File: src/rtl/gate_seq_pkg.sv
// gate_seq_pkg: shared types and constants for the gate sequencer.
// State encoding, vector count, error counter width, reference truth tables.
package gate_seq_pkg;

    typedef enum logic [3:0] {
        ST_IDLE   = 4'b0001,
        ST_SETTLE = 4'b0010,
        ST_SAMPLE = 4'b0100,
        ST_DONE   = 4'b1000
    } state_t;

    localparam int N_VEC = 4;
    localparam int ERR_W = 3;

    localparam logic [1:0]       IDX_LAST = 2'(N_VEC - 1);
    localparam logic [ERR_W-1:0] ERR_MAX  = ERR_W'(N_VEC);

    // Truth tables indexed by {B,A}
    localparam logic [3:0] TT_XNOR = 4'b1001;
    localparam logic [3:0] TT_AND  = 4'b1000;
    localparam logic [3:0] TT_OR   = 4'b1110;
    localparam logic [3:0] TT_XOR  = 4'b0110;

    // Saturating mismatch counter step
    function automatic logic [ERR_W-1:0] err_step(
        input logic [ERR_W-1:0] cnt,
        input logic             hit
    );
        if (hit && (cnt < ERR_MAX))
            return cnt + ERR_W'(1);
        return cnt;
    endfunction

endpackage

File: src/rtl/gate_seq_timer.sv
// gate_seq_timer: 4-bit settle down-counter.
// Ports: CLK, RST (sync, high), i_load/i_load_val (preset), i_count (decrement), o_expire (count is zero).
module gate_seq_timer (
    input  logic       CLK,
    input  logic       RST,
    input  logic       i_load,
    input  logic [3:0] i_load_val,
    input  logic       i_count,
    output logic       o_expire
);

    logic [3:0] r_cnt;

    always_ff @(posedge CLK) begin
        if (RST) begin
            r_cnt <= 4'd0;
        end else if (i_load) begin
            r_cnt <= i_load_val;
        end else if (i_count && (r_cnt != 4'd0)) begin
            r_cnt <= r_cnt - 4'd1;
        end
    end

    assign o_expire = (r_cnt == 4'd0);

endmodule

File: src/rtl/gate_seq_ctrl.sv
// gate_seq_ctrl: drives 4 input vectors into a 2-input gate, checks X against TT, reports PASS/ERR_CNT.
// Ports: CLK, RST (sync, high), START, ABORT, X in; A, B, BUSY, DONE, PASS, ERR_CNT out; OBS out with GATE_SEQ_OBS_EN.
module gate_seq_ctrl
    import gate_seq_pkg::*;
#(
    parameter logic [3:0] TT         = TT_XNOR,
    parameter int         SETTLE_CYC = 2
) (
    input  logic             CLK,
    input  logic             RST,
    input  logic             START,
    input  logic             ABORT,
    input  logic             X,
    output logic             A,
    output logic             B,
    output logic             BUSY,
    output logic             DONE,
    output logic             PASS,
    output logic [ERR_W-1:0] ERR_CNT
`ifdef GATE_SEQ_OBS_EN
    ,
    output logic [3:0]       OBS
`endif
);

    state_t           r_state;
    logic [1:0]       r_idx;
    logic [ERR_W-1:0] r_err;
    logic             r_a;
    logic             r_b;
    logic             r_busy;
    logic             r_done;
    logic             r_pass;

    logic             w_accept;
    logic             w_next_vec;
    logic             w_load;
    logic             w_count;
    logic             w_expire;
    logic             w_mis;
    logic [ERR_W-1:0] w_err_nxt;
    logic [1:0]       w_idx_nxt;

    // Timer holds SETTLE_CYC-1 so that expiry lands on the last settle cycle
    localparam logic [3:0] SETTLE_LOAD = 4'(SETTLE_CYC - 1);

    assign w_accept   = (r_state == ST_IDLE) && START && !ABORT;
    assign w_next_vec = (r_state == ST_SAMPLE) && !ABORT
                        && (r_idx != IDX_LAST);
    assign w_load     = w_accept || w_next_vec;
    assign w_count    = (r_state == ST_SETTLE) && !w_expire;

    assign w_mis     = (X != TT[r_idx]);
    assign w_err_nxt = err_step(r_err, w_mis);
    assign w_idx_nxt = r_idx + 2'd1;

    gate_seq_timer u_timer (
        .CLK        (CLK),
        .RST        (RST),
        .i_load     (w_load),
        .i_load_val (SETTLE_LOAD),
        .i_count    (w_count),
        .o_expire   (w_expire)
    );

`ifdef GATE_SEQ_OBS_EN
    logic [3:0] r_obs;

    always_ff @(posedge CLK) begin
        if (RST) begin
            r_obs <= 4'd0;
        end else if (w_accept) begin
            r_obs <= 4'd0;
        end else if ((r_state == ST_SAMPLE) && !ABORT) begin
            r_obs[r_idx] <= X;
        end
    end

    assign OBS = r_obs;
`endif

    always_ff @(posedge CLK) begin
        if (RST) begin
            r_state <= ST_IDLE;
            r_idx   <= 2'd0;
            r_err   <= '0;
            r_a     <= 1'b0;
            r_b     <= 1'b0;
            r_busy  <= 1'b0;
            r_done  <= 1'b0;
            r_pass  <= 1'b0;
        end else begin
            r_done <= 1'b0;
            unique case (r_state)
                ST_IDLE: begin
                    if (w_accept) begin
                        r_idx   <= 2'd0;
                        r_err   <= '0;
                        r_a     <= 1'b0;
                        r_b     <= 1'b0;
                        r_busy  <= 1'b1;
                        r_state <= ST_SETTLE;
                    end
                end
                ST_SETTLE: begin
                    if (ABORT) begin
                        r_a     <= 1'b0;
                        r_b     <= 1'b0;
                        r_pass  <= 1'b0;
                        r_busy  <= 1'b0;
                        r_state <= ST_IDLE;
                    end else if (w_expire) begin
                        r_state <= ST_SAMPLE;
                    end
                end
                ST_SAMPLE: begin
                    // Abort wins over the sample: partial count is kept
                    if (ABORT) begin
                        r_a     <= 1'b0;
                        r_b     <= 1'b0;
                        r_pass  <= 1'b0;
                        r_busy  <= 1'b0;
                        r_state <= ST_IDLE;
                    end else begin
                        r_err <= w_err_nxt;
                        if (r_idx == IDX_LAST) begin
                            r_a     <= 1'b0;
                            r_b     <= 1'b0;
                            r_busy  <= 1'b0;
                            r_done  <= 1'b1;
                            r_pass  <= (w_err_nxt == '0);
                            r_state <= ST_DONE;
                        end else begin
                            r_idx   <= w_idx_nxt;
                            r_a     <= w_idx_nxt[0];
                            r_b     <= w_idx_nxt[1];
                            r_state <= ST_SETTLE;
                        end
                    end
                end
                ST_DONE: begin
                    r_state <= ST_IDLE;
                end
                default: begin
                    r_state <= ST_IDLE;
                end
            endcase
        end
    end

    assign A       = r_a;
    assign B       = r_b;
    assign BUSY    = r_busy;
    assign DONE    = r_done;
    assign PASS    = r_pass;
    assign ERR_CNT = r_err;

endmodule

File: config.mk
export PLATFORM = sky130hd
export DESIGN_NAME = gate_seq_ctrl
export DESIGN_NICKNAME = d
export VERILOG_FILES = /design/src/rtl/gate_seq_pkg.sv /design/src/rtl/gate_seq_timer.sv /design/src/rtl/gate_seq_ctrl.sv
export SDC_FILE = /design/constraint.sdc
export NUM_CORES = 1
export LEC_CHECK = 0
export BUFFER_PORTS_ARGS = -buffer_cell sky130_fd_sc_hd__buf_2
export CORE_AREA = 2 2 47 49
export CTS_CLUSTER_DIAMETER = 100
export CTS_CLUSTER_SIZE = 10
export DETAILED_ROUTE_END_ITERATION = 10
export DIE_AREA = 0 0 49 51
export PLACE_DENSITY_LB_ADDON = 0.12
export SKIP_CTS_REPAIR_TIMING = 1
export SLEW_MARGIN = 20
export SYNTH_ARGS = -nofsm -noshare
export SYNTH_HDL_FRONTEND = slang
export SYNTH_HIERARCHICAL = 1
export SYNTH_SLANG_ARGS = --single-unit
File: constraint.sdc
create_clock -name CLK -period 2.6 [get_ports CLK]
set_clock_uncertainty 0.05 [all_clocks]
set_input_delay 0.13 -clock CLK [delete_from_list [all_inputs] [get_ports CLK]]
set_output_delay 0.13 -clock CLK [all_outputs]
set_load 0.02 [all_outputs]
; ---- After elaboration in Yosys (flattened, before gate mapping)
; Cells that the tools add are included.
[op_classes]
n_eq_ne = 12
n_lt_le_gt_ge = 2
bitwise_logic = 1
n_reduce_logical = 25
add_sub_neg = 3
n_mux = 36
[ops]
columns = operator, count
row1 = $mux W4, 5
row2 = $mux W1, 16
row3 = $mux W3, 4
row4 = $pmux W4 S3, 1
row5 = $ne A2 B2 Y1 const B, 5
row6 = $pmux W1 S3, 3
row7 = $reduce_and A3 Y1, 3
row8 = $reduce_and A4 Y1, 2
row9 = $logic_and A1 B1 Y1, 7
row10 = $mux W2, 3
row11 = $pmux W3 S2, 1
row12 = $reduce_bool A2 Y1, 3
row13 = $eq A4 B1 Y1 const B, 1
row14 = $eq A4 B2 Y1 const B, 1
row15 = $eq A4 B3 Y1 const B, 1
row16 = $logic_not A4 Y1, 1
row17 = $pmux W2 S2, 1
row18 = $reduce_bool A4 Y1, 1
row19 = $sub A4 B1 Y4 const B, 1
row20 = $add A3 B1 Y3 const B, 1
row21 = $logic_not A3 Y1, 1
row22 = $lt A2 B3 Y1 const B, 1
row23 = $lt A3 B3 Y1 const B, 1
row24 = $ne A3 B2 Y1 const B, 1
row25 = 13 further kinds, 14
[word_totals]
word_cells = 89
regBits = 18
in_bits = 5
out_inout_bits = 8

; ---- Logic depth before layout (Yosys ltp)
; Gate-level depths: netlist (run 1).
[depth]
ltp_word = 10
ltp_mapped = 8
mapped_depth_nobuf = 8

; ---- Cells and area by module
; The synthesis (run 1) kept the hierarchy.
[modules_own_cells]
columns = mod, seq_area_each_um2, area_per_inst_um2, n_inst, cells_per_inst
row1 = gate_seq_ctrl, 280.3, 755.7, 1, 89
row2 = gate_seq_timer, 80.1, 262.8, 1, 29

; ---- Worst setup path after synthesis (run 1)
; OpenSTA, ideal clock, no wires.
[synth_path]
kind = reg2reg
start = reg u_timer.r_cnt[1]
end = reg u_timer.r_cnt[3]
required_time_ps = 2425
stages_incl_launch_ff = 9
arrival_ps = 1827
path_slack_ps = 597
path_buffers = 0
path_cell_list = dfxtp_1 inv_1 ha_1 or3b_4 inv_1 nor2_1 nor4b_2 mux2i_1 a211oi_1
[synth_between]
elab_chain_cells = 4
[synth_rtl]
columns = item, line_no
row1 = "start, declared", gate_seq_timer.sv:12  ; logic [3:0] r_cnt;
row2 = "start signal, assigned", gate_seq_timer.sv:18  ; r_cnt <= i_load_val;
row3 = "start signal, assigned", gate_seq_timer.sv:20  ; r_cnt <= r_cnt - 4'd1;
row4 = $logic_not A4 Y1, gate_seq_timer.sv:24  ; assign o_expire = (r_cnt == 4'd0);
row5 = via w_expire, gate_seq_ctrl.sv:39  ; logic w_expire;
row6 = $logic_not A1 Y1, gate_seq_ctrl.sv:51  ; assign w_count = (r_state == ST_SETTLE) && !w_expire;
row7 = $logic_and A1 B1 Y1, gate_seq_ctrl.sv:51
row8 = via w_count, gate_seq_ctrl.sv:38  ; logic w_count;
row9 = $logic_and A1 B1 Y1, gate_seq_timer.sv:19  ; end else if (i_count && (r_cnt != 4'd0)) begin
; The timed path passes the listed nets, and every way through them passes these cells.
; A chain may end at the register's enable or synchronous reset.

; ---- Worst setup path in the final report (run 1)
; Ends and elaborated chain as after synthesis.

==> results of run 1 <==
[logic make-up after synthesis]
group                    synth area share
AND/OR/NAND/NOR                    0.3133
AO/OA/AOI/OAI                      0.2297
flip-flops                         0.3538
buffers and inverters             0.04054
adder cells (fa/ha/maj)           0.03686
other                            0.007374
XOR/XNOR                         0.008601
multiplexers                     0.009828
[routing by layer]
layer | track usage | routed length, um | up-vias
li1 | - | - | 452
met1 | 0.2628 | 1050 | 395
met2 | 0.2671 | 863 | 12
met3 | 0.03801 | 53 | 2
met4 | 0.06667 | 12 | 0
met5 | 0 | 0 | -
[cell usage in the layout (no fill, tap or decap), drive strengths merged, types with 2 or more instances in the layout]
master	n
o21ai	4
buf	12
nor4b	3
nor2	17
a2111oi	2
inv	7
clkbuf	3
a311oi	2
nor3	5
dfxtp	18
nand3b	2
ha	3
nand3	2
conb	4
nand2b	5
nand2	7
a21oi	9
nor2b	2
a21o	3
nor3b	3
[metrics by stage]
stage	hold slack (ps)	instance area (um^2)	power (mW)
after detailed placement	404.5	1106	0.4032
after floorplan	152.1	1026	0.3805
final	122.7	1129	0.5314
after global placement	396.4	1106	0.4008
after CTS	126.9	1129	0.5341
after global routing	131.7	1129	0.5610
[sequential cells by signal, indices dropped and copies added (netlist names)]
| signal | flops |
|---|---|
| r_state | 4 |
| A | 1 |
| u_timer/r_cnt | 4 |
| PASS | 1 |
| DONE | 1 |
| ERR_CNT | 3 |
| BUSY | 1 |
| r_idx | 2 |
| B | 1 |
[power by group through the flow]
stage	clock network, mW	registers [mW]	logic, mW
2_1_floorplan	0	0.303	0.0772
5_1_grt	0.151	0.303	0.107
6_report	0.135	0.301	0.0958
4_1_cts	0.137	0.301	0.0962
3_5_place_dp	0	0.307	0.0961
3_3_place_gp	0	0.307	0.0942
[cell type report]
cell class | count | area, um^2 | area share
tap | 28 | 35.03 | 0.03104
multi-input combinational | 92 | 624.3 | 0.5532
timing repair buffer | 12 | 60.06 | 0.05322
sequential | 18 | 360.3 | 0.3193
inverter | 7 | 26.28 | 0.02328
clock buffer | 3 | 22.52 | 0.01996
[worst reg2reg max path: stages (launching register included)]
cell and delay (ps):
dfxtp_1 360, inv_1 90, ha_1 230, or3b_4 280
inv_1 70, nor2_1 380, nor4b_2 310, mux2i_1 220
a211oi_1 80
[worst paths after layout]
path / from / end / slack (ps) / cells past startpoint
worst max-delay path: u_timer/r_cnt[1] / u_timer/r_cnt[3] / 410 / 8
worst max register to register: u_timer/r_cnt[1] / u_timer/r_cnt[3] / 410 / 8
worst min register to register: r_idx[1] / r_idx[1] / 420 / 2
worst min-delay path: START / r_state[0] / 120 / 3
==> metrics.md, run 1 <==
| Metric | Value |
|---|---|
| Initial antenna violation count | 0 |
| CP arrival | 2310 ps |
| Core Area | 2063 um^2 |
| PortBufs | 12 |
| Hold Vio Cnt, Final | 0 |
| Ys Warns | 6 |
| DP Wirelength | 1494 um |
| Largest net degree at the start of global routing | 21 |
| Num rows | 17 |
| I/O pin count | 13 |
| Slew Viols, Final | 0 |
| DR vias/cell | 5.381 |
| Sw frac | 0.2834 |
| Final setup viols | 0 |
| Initial cell density of the core | 0.4936 |
| Avg Cell Area, Syn | 8.631 um^2 |
| Clock sink total | 18 |
| Area Growth Syn to Fin | 10.81% |
| N_diodes | 0 |
| Maximum clock path buffer count | 2 |
| Combinational power share | 0.180 |
| CTS tree | built |
| Vias in the first global route | 811 |
| LEAKAGE | 0.4410 nW |
| Worst-path clk slew | 100 ps |
| Layout Utilization | 0.5470 |
| Synth Flop Type | dfxtp_1 |
| Cell family with most CP delay | simple AND/OR/NAND/NOR gates |
| Critical-path top delay cell | nor2_1 |
| Worst vdd ir | 0.2794 mV |
| Synthesized area | 1018 um^2 |
| ANT nets after route | 0 |
| P per Cell Area | 470.8 nW/um^2 |
| Peak fanout along the critical path | 7 |
| Dominant cells by area after synthesis | dfxtp_1, nor2_1, a21oi_1 |
| Max-cap violations | 0 |
| EDFF count, synth | 0 |
| Latest clock arrival within the worst-skew pair | 280 ps |
| WL final | 1979 um |
| Layout Nets | 142 |
| Fill count | 210 |
| Worst slack, placed | 416.1 ps |
| WP buf/inv | 2 |
| Share of the synthesized area in the top cell type | 0.3538 |
| Post-Syn Instances | 118 |
| GP Congestion | 0.8317 |
| Setup ws final | 411.2 ps |
| Most frequent CP cell | inv_1 |
| Synth top cells by count | dfxtp_1, nor2_1, a21oi_1, nand2_1, inv_1 |
| Vias post-DR | 861 |
| Int Pwr | 0.3808 mW |
| First-pass GRT wire length | 3539 um |
| CP required | 2720 ps |
| Crit end category | register |
| Most common cell in the netlist | dfxtp_1 |
| Inserted Clock Buffers | 3 |
| DRT Pass-1 Iters | 4 |
| Max incr delay on CP | 380 ps |
| Netlist cell types | 43 |
| FFs w/ async S/R, synth | 0 |
| Number of synthesized register bits | 18 |
| Die Width | 49 um |
| Flop pwr share | 0.566 |
| Routed wire per std cell | 12.37 um |
| Overflow after GRT | 0 |
| Register area share after synthesis | 0.3538 |
| GRT Total Usage | 0.1823 |
| Outcome | finished clean |
| Crit-path cells | inv_1 -> ha_1 -> or3b_4 -> inv_1 -> nor2_1 -> nor4b_2 -> mux2i_1 -> a211oi_1 |
| Tmin final | 2189 ps |
| H-tree levels | 1 |
| Crit path kind | register to register |
| DIE HEIGHT | 51 um |
| Clock root buffer master | clkbuf_4 |
| Class of the worst hold path | primary input to register |
| Starting DRT DRC Count | 16 |
| Share of cells above drive strength 1 | 0.1818 |
| Setup_tns | 0 ps |
| Clock group share of total power | 0.254 |
| DRC errors left | 0 |
| Placed Cells | 157 |
| Die Area | 2499 um^2 |
| Final instance count without filler cells | 160 |
| Final worst path period share | 0.8419 |
| Worst setup SP type | register |
| NetSw | 0.1506 mW |
| Fmax | 0.4569 GHz |
| Leading area contributor after synthesis | dfxtp_1 |
| RSZ-0062 raised after global routing | no |
(Power assumes the default switching activity.)
==> inputs of run 2 (changes only) <==
--- a/config.mk
+++ b/config.mk
@@ -6,11 +6,11 @@
 export NUM_CORES = 1
 export LEC_CHECK = 0
 export BUFFER_PORTS_ARGS = -buffer_cell sky130_fd_sc_hd__buf_2
-export CORE_AREA = 2 2 47 49
+export CORE_AREA = 2 2 49 51
 export CTS_CLUSTER_DIAMETER = 100
 export CTS_CLUSTER_SIZE = 10
 export DETAILED_ROUTE_END_ITERATION = 10
-export DIE_AREA = 0 0 49 51
+export DIE_AREA = 0 0 51 53
 export PLACE_DENSITY_LB_ADDON = 0.12
 export SKIP_CTS_REPAIR_TIMING = 1
 export SLEW_MARGIN = 20
==> constraint.sdc (replaced) <==
create_clock -name CLK -period 1.8 [get_ports CLK]
set_clock_uncertainty 0.05 [all_clocks]
set_input_delay 0.09 -clock CLK [delete_from_list [all_inputs] [get_ports CLK]]
set_output_delay 0.09 -clock CLK [all_outputs]
set_load 0.02 [all_outputs]
==> run 2 against run 1 <==
Combinational power rose by 100%. Die area up 8.2%. Largest cell class unchanged. Global-route usage is 0.11 points higher. Sequential cell count did not move.
==> metrics.md, run 2 (synthesis gave the netlist of run 1 again) <==
| Metric | Value |
|---|---|
| Outcome | finished clean (unchanged) |
| Crit end category | register (unchanged) |
| CP required | 1980 ps (was 2720 ps) |
| Worst setup SP type | register (unchanged) |
| Flop pwr share | 0.498 (was 0.566) |
| Core Area | 2148 um^2 (was 2063 um^2) |
| DRC errors left | 0 (unchanged) |
| Fmax | 0.5798 GHz (was 0.4569 GHz) |
| Inserted Clock Buffers | 3 (unchanged) |
| Final instance count without filler cells | 175 (was 160) |
| Placed Cells | 169 (was 157) |
| ANT nets after route | 0 (unchanged) |
| Worst vdd ir | 0.5324 mV (was 0.2794 mV) |
| WL final | 2222 um (was 1979 um) |
| Worst-path clk slew | 100 ps (about the same) |
| Cell family with most CP delay | simple AND/OR/NAND/NOR gates (unchanged) |
| Die Width | 51 um (was 49 um) |
| Clock group share of total power | 0.279 (was 0.254) |
| Latest clock arrival within the worst-skew pair | 290 ps (was 280 ps) |
| Most common cell after layout, fill and taps aside | nor2_1 (was dfxtp_1) |
| Class of the worst hold path | primary input to register (unchanged) |
| P per Cell Area | 669.4 nW/um^2 (was 470.8 nW/um^2) |
| Register area | 370.4 um^2 (was 360.3 um^2) |
| Final worst path period share | 0.9582 (was 0.8419) |
| Peak fanout along the critical path | 5 (was 7) |
| R2r endpoint | u_timer/r_cnt[1] (was u_timer/r_cnt[3]) |
| Placed inst area | 1215 um^2 (was 1106 um^2) |
| Initial cell density of the core | 0.4741 (was 0.4936) |
| Clock sink total | 18 (unchanged) |
| Hold depth | 3 (unchanged) |
| DRT Pass-1 Iters | 4 (unchanged) |
| NetSw | 0.2450 mW (was 0.1506 mW) |
| Fill count | 203 (was 210) |
| Reg-to-reg slack, setup | 80 ps (was 410 ps) |
| Total area of multi-input combinational cells | 670.6 um^2 (was 624.3 um^2) |
| Largest net degree at the start of global routing | 21 (unchanged) |
| I/O pin count | 13 (unchanged) |
| DR vias/cell | 5.269 (was 5.381) |
| N_diodes | 0 (unchanged) |
| Slew Viols, Final | 0 (unchanged) |
| Num rows | 17 (unchanged) |
| LEAKAGE | 0.5391 nW (was 0.4410 nW) |
| Initial antenna violation count | 0 (unchanged) |
| Total Power | 0.8785 mW (was 0.5314 mW) |
| Sink of the worst hold path | r_state[0] (unchanged) |
| Hold Vio Cnt, Final | 0 (unchanged) |
| GP Congestion | 0.7869 (was 0.8317) |
| Min-delay src | START (unchanged) |
| First-pass GRT wire length | 3760 um (was 3539 um) |
| Area Growth Syn to Fin | 28.87% (was 10.81%) |
| Starting DRT DRC Count | 21 (was 16) |
| Die Area | 2703 um^2 (was 2499 um^2) |
| DP Wirelength | 1626 um (was 1494 um) |
| Cell count of the worst reg-to-reg path | 8 (unchanged) |
| Most frequent CP cell | inv_4 (was inv_1) |
| Overflow after GRT | 0 (unchanged) |
| Sw frac | 0.2789 (was 0.2834) |
| Crit path kind | register to register (unchanged) |
| CP arrival | 1900 ps (was 2310 ps) |
| H-tree levels | 1 (unchanged) |
| Final setup viols | 0 (unchanged) |
| PortBufs | 12 (unchanged) |
| CTS tree | built (unchanged) |
| Critical-path top delay cell | or3b_4 (was nor2_1) |
| Maximum clock path buffer count | 2 (unchanged) |
| GRT Total Usage | 0.1834 (was 0.1823) |
| Share of cells above drive strength 1 | 0.3537 (was 0.1818) |
| Final Cell Area | 1313 um^2 (was 1129 um^2) |
| Vias in the first global route | 843 (was 811) |
| Max incr delay on CP | 390 ps (was 380 ps) |
| DIE HEIGHT | 53 um (was 51 um) |
| Int Pwr | 0.6335 mW (was 0.3808 mW) |
| Layout Nets | 156 (was 142) |
| Clock root buffer master | clkbuf_4 (unchanged) |
| Max-cap violations | 0 (unchanged) |
| WP buf/inv | 3 (was 2) |
| Crit-path cells | inv_4 -> ha_4 -> or3b_4 -> inv_4 -> nor2_4 -> buf_6 -> a2111oi_4 -> a311o_1 (was inv_1 -> ha_1 -> or3b_4 -> inv_1 -> nor2_1 -> nor4b_2 -> mux2i_1 -> a211oi_1) |
| Worst r2r src | u_timer/r_cnt[1] (unchanged) |
| Hold Slack | 88.32 ps (was 122.7 ps) |
| Routed wire per std cell | 12.70 um (was 12.37 um) |
| Most frequent cells in the layout | nor2_1, buf_4, dfxtp_1, buf_2, a21oi_1 (was dfxtp_1, nor2_1, buf_2) |
| Tmin final | 1725 ps (was 2189 ps) |
| Combinational power share | 0.223 (was 0.180) |
| Vias post-DR | 922 (was 861) |
run 2: cell types whose count changed in the layout (fill, tap and decap cells not counted), sizes merged:
cell,previous run,this run
buf,12,26
clkbuf,3,4
run 2: cell type report:
class	instances	area share
Sequential cell	18	0.2822
Multi-Input combinational cell	92	0.5110
Tap cell	28	0.02669
Inverter	7	0.02383
Clock buffer	4	0.02765
Timing Repair Buffer	26	0.1287
run 2: power groups by stage:
| stage | clock network, mW | registers, mW | logic [mW] |
|---|---|---|---|
| final | 0.245 | 0.437 | 0.196 |
| after CTS | 0.257 | 0.435 | 0.175 |
| after detailed placement | 0 | 0.444 | 0.175 |
| after floorplan | 0 | 0.441 | 0.115 |
| after global routing | 0.275 | 0.441 | 0.216 |
| after global placement | 0 | 0.443 | 0.171 |
run 2: how the worst max path moves through the flow:
stage | from | end | slack [ps] | cells after the start
floorplan | u_timer/r_cnt[0] | u_timer/r_cnt[3] | 20 | 8
global placement | u_timer/r_cnt[1] | u_timer/r_cnt[3] | 50 | 8
detailed placement | u_timer/r_cnt[1] | u_timer/r_cnt[3] | -50 | 8
CTS | u_timer/r_cnt[1] | u_timer/r_cnt[3] | -50 | 8
global route | u_timer/r_cnt[1] | u_timer/r_cnt[1] | -6 | 8
finish | u_timer/r_cnt[1] | u_timer/r_cnt[1] | 80 | 8
run 2: per-layer routing:
layer,share of wire,up-vias,GRT usage
li1,-,484,-
met1,0.51,418,0.2675
met2,0.45,18,0.2792
met3,0.032,2,0.02542
met4,0.0054,0,0.05405
met5,0,-,0
run 2: per-stage QoR:
stage                 util  TNS, ps  setup WS [ps]
finish              0.6109        0          75.21
global route        0.6109   -5.774         -5.774
CTS                 0.5824   -49.04         -49.04
detailed placement  0.5655   -47.75         -47.75
global placement    0.5655        0          54.90
floorplan                -        0          19.39
run 2: worst register-to-register path, stage by stage (launching register included):
cell and delay (ps):
dfxtp_4 370, inv_4 70, ha_4 130, or3b_4 390, inv_4 80, nor2_4 40, buf_6 130, a2111oi_4 270
a311o_1 150
==> inputs of run 3 (changes only) <==
--- a/config.mk
+++ b/config.mk
@@ -5,7 +5,7 @@
 export SDC_FILE = /design/constraint.sdc
 export NUM_CORES = 1
 export LEC_CHECK = 0
-export BUFFER_PORTS_ARGS = -buffer_cell sky130_fd_sc_hd__buf_2
+export BUFFER_PORTS_ARGS = -buffer_cell sky130_fd_sc_hd__clkbuf_2
 export CORE_AREA = 2 2 49 51
 export CTS_CLUSTER_DIAMETER = 100
 export CTS_CLUSTER_SIZE = 10
==> run 3 against run 2 <==
Global-route usage is 0.15 points higher. Clock power hardly changed. Total power is 0.47% lower. Final area is 0.57% lower. Critical endpoint is now u_timer/r_cnt[3]. Routed wire length is 1.9% lower.
==> metrics.md, run 3 (synthesis gave the netlist of run 1 again) <==
| Metric | Value |
|---|---|
| Outcome | finished clean (unchanged) |
| Worst vdd ir | 0.5394 mV (was 0.5324 mV) |
| Hold Slack | 92.24 ps (was 88.32 ps) |
| DRC errors left | 0 (unchanged) |
| Final Cell Area | 1305 um^2 (was 1313 um^2) |
| Max incr delay on CP | 380 ps (was 390 ps) |
| Num rows | 17 (unchanged) |
| Final worst path period share | 0.9929 (was 0.9582) |
| GP Congestion | 0.8397 (was 0.7869) |
| Slew Viols, Final | 0 (unchanged) |
| Placed inst area | 1222 um^2 (was 1215 um^2) |
| Initial antenna violation count | 0 (unchanged) |
| Die Width | 51 um (unchanged) |
| WL final | 2179 um (was 2222 um) |
| Vias in the first global route | 873 (was 843) |
| N_diodes | 0 (unchanged) |
| DRT Pass-1 Iters | 4 (unchanged) |
| DP Wirelength | 1600 um (was 1626 um) |
| I/O pin count | 13 (unchanged) |
| Area Growth Syn to Fin | 28.13% (was 28.87%) |
| Latest clock arrival within the worst-skew pair | 290 ps (about the same) |
| Critical-path top delay cell | dfxtp_4 (was or3b_4) |
| Most frequent CP cell | inv_4 (unchanged) |
| Fmax | 0.5595 GHz (was 0.5798 GHz) |
| CP arrival | 1910 ps (was 1900 ps) |
| Crit-path cells | inv_4 -> ha_4 -> or3b_4 -> inv_4 -> nor2_4 -> nor4b_4 -> mux2i_1 -> a211oi_1 (was inv_4 -> ha_4 -> or3b_4 -> inv_4 -> nor2_4 -> buf_6 -> a2111oi_4 -> a311o_1) |
| Layout Utilization | 0.6075 (was 0.6109) |
| Placed Cells | 170 (was 169) |
| Most frequent cells in the layout | nor2_1, buf_4, dfxtp_1 (was nor2_1, buf_4, dfxtp_1, buf_2, a21oi_1) |
| Final instance count without filler cells | 177 (was 175) |
| Overflow after GRT | 0 (unchanged) |
| DIE HEIGHT | 53 um (unchanged) |
| GRT Total Usage | 0.1849 (was 0.1834) |
| H-tree levels | 1 (unchanged) |
| Maximum clock path buffer count | 2 (unchanged) |
| Hold Vio Cnt, Final | 0 (unchanged) |
| Max-cap violations | 0 (unchanged) |
| Worst setup SP type | register (unchanged) |
| Clock sink total | 18 (unchanged) |
| Routed wire per std cell | 12.31 um (was 12.70 um) |
| Tmin final | 1787 ps (was 1725 ps) |
| CP required | 1920 ps (was 1980 ps) |
| Vias post-DR | 923 (was 922) |
| Peak fanout along the critical path | 7 (was 5) |
| Crit end category | register (unchanged) |
| CTS tree | built (unchanged) |
| Share of cells above drive strength 1 | 0.3423 (was 0.3537) |
| Core Area | 2148 um^2 (unchanged) |
| First-pass GRT wire length | 3788 um (was 3760 um) |
| DR vias/cell | 5.215 (was 5.269) |
| Setup ws final | 12.76 ps (was 75.21 ps) |
| Layout Nets | 158 (was 156) |
| Initial cell density of the core | 0.4741 (unchanged) |
| P per Cell Area | 670.0 nW/um^2 (was 669.4 nW/um^2) |
| ANT nets after route | 0 (unchanged) |
| Inserted Clock Buffers | 3 (unchanged) |
| Class of the worst hold path | primary input to register (unchanged) |
| Clock root buffer master | clkbuf_4 (unchanged) |
| Largest net degree at the start of global routing | 21 (unchanged) |
| PortBufs | 12 (unchanged) |
| LEAKAGE | 0.5265 nW (was 0.5391 nW) |
| Die Area | 2703 um^2 (unchanged) |
| Starting DRT DRC Count | 15 (was 21) |
| Hold depth | 3 (unchanged) |
| Cell count of the worst reg-to-reg path | 8 (unchanged) |
| RSZ-0062 raised after global routing | yes |
| Worst slack, placed | -35.35 ps (was -47.75 ps) |
| Worst-path clk slew | 110 ps (was 100 ps) |
| Final setup viols | 0 (unchanged) |
| Crit path kind | register to register (unchanged) |
==> run 3: where the power goes <==
| part | switching, mW | internal [mW] | total [mW] |
|---|---|---|---|
| logic | 0.0997 | 0.0928 | 0.192 |
| clock network | 0.125 | 0.123 | 0.248 |
| registers | 0.0197 | 0.415 | 0.434 |
| total | 0.244 | 0.630 | 0.874 |
==> run 3: path summary, 6_finish.rpt <==
check / slack, ps / endpoint / startpoint
setup / recovery: 10 / u_timer/r_cnt[3] / u_timer/r_cnt[1]
hold / removal: 90 / r_state[0] / START
setup reg to reg: 10 / u_timer/r_cnt[3] / u_timer/r_cnt[1]
hold reg to reg: 430 / PASS / PASS
==> run 3: layout make-up <==
class	count	area, um^2
Inverter	7	31.28
Fill cell	203	843.3
Clock buffer	4	36.28
Timing Repair Buffer	28	180.2
Sequential cell	18	369.1
Multi-Input combinational cell	92	653.1
Tap cell	28	35.03
==> run 3: layer usage <==
layer  part of all wire  vias to the layer above  GRT usage
li1                   -                      487          -
met1               0.50                      423     0.2504
met2               0.47                       11     0.2965
met3              0.026                        2    0.02825
met4             0.0078                        0    0.06757
met5                  0                        -          0
==> run 3: metrics by stage <==
| step | power [mW] | setup TNS, ps |
|---|---|---|
| floorplan | 0.5558 | 0 |
| finish | 0.8744 | 0 |
| CTS | 0.8680 | -58.26 |
| global placement | 0.6151 | 0 |
| global route | 0.9313 | -63.37 |
| detailed placement | 0.6191 | -35.35 |
==> run 3: worst max-delay path, delay by kind of cell, from the launching register on <==
kind / cells / cell delay [ps]
AO/OA/AOI/OAI: 1 / 90
adder cells (fa/ha/maj): 1 / 150
buffers and inverters: 2 / 80
flip-flops: 1 / 380
multiplexers: 1 / 220
AND/OR/NAND/NOR: 3 / 690
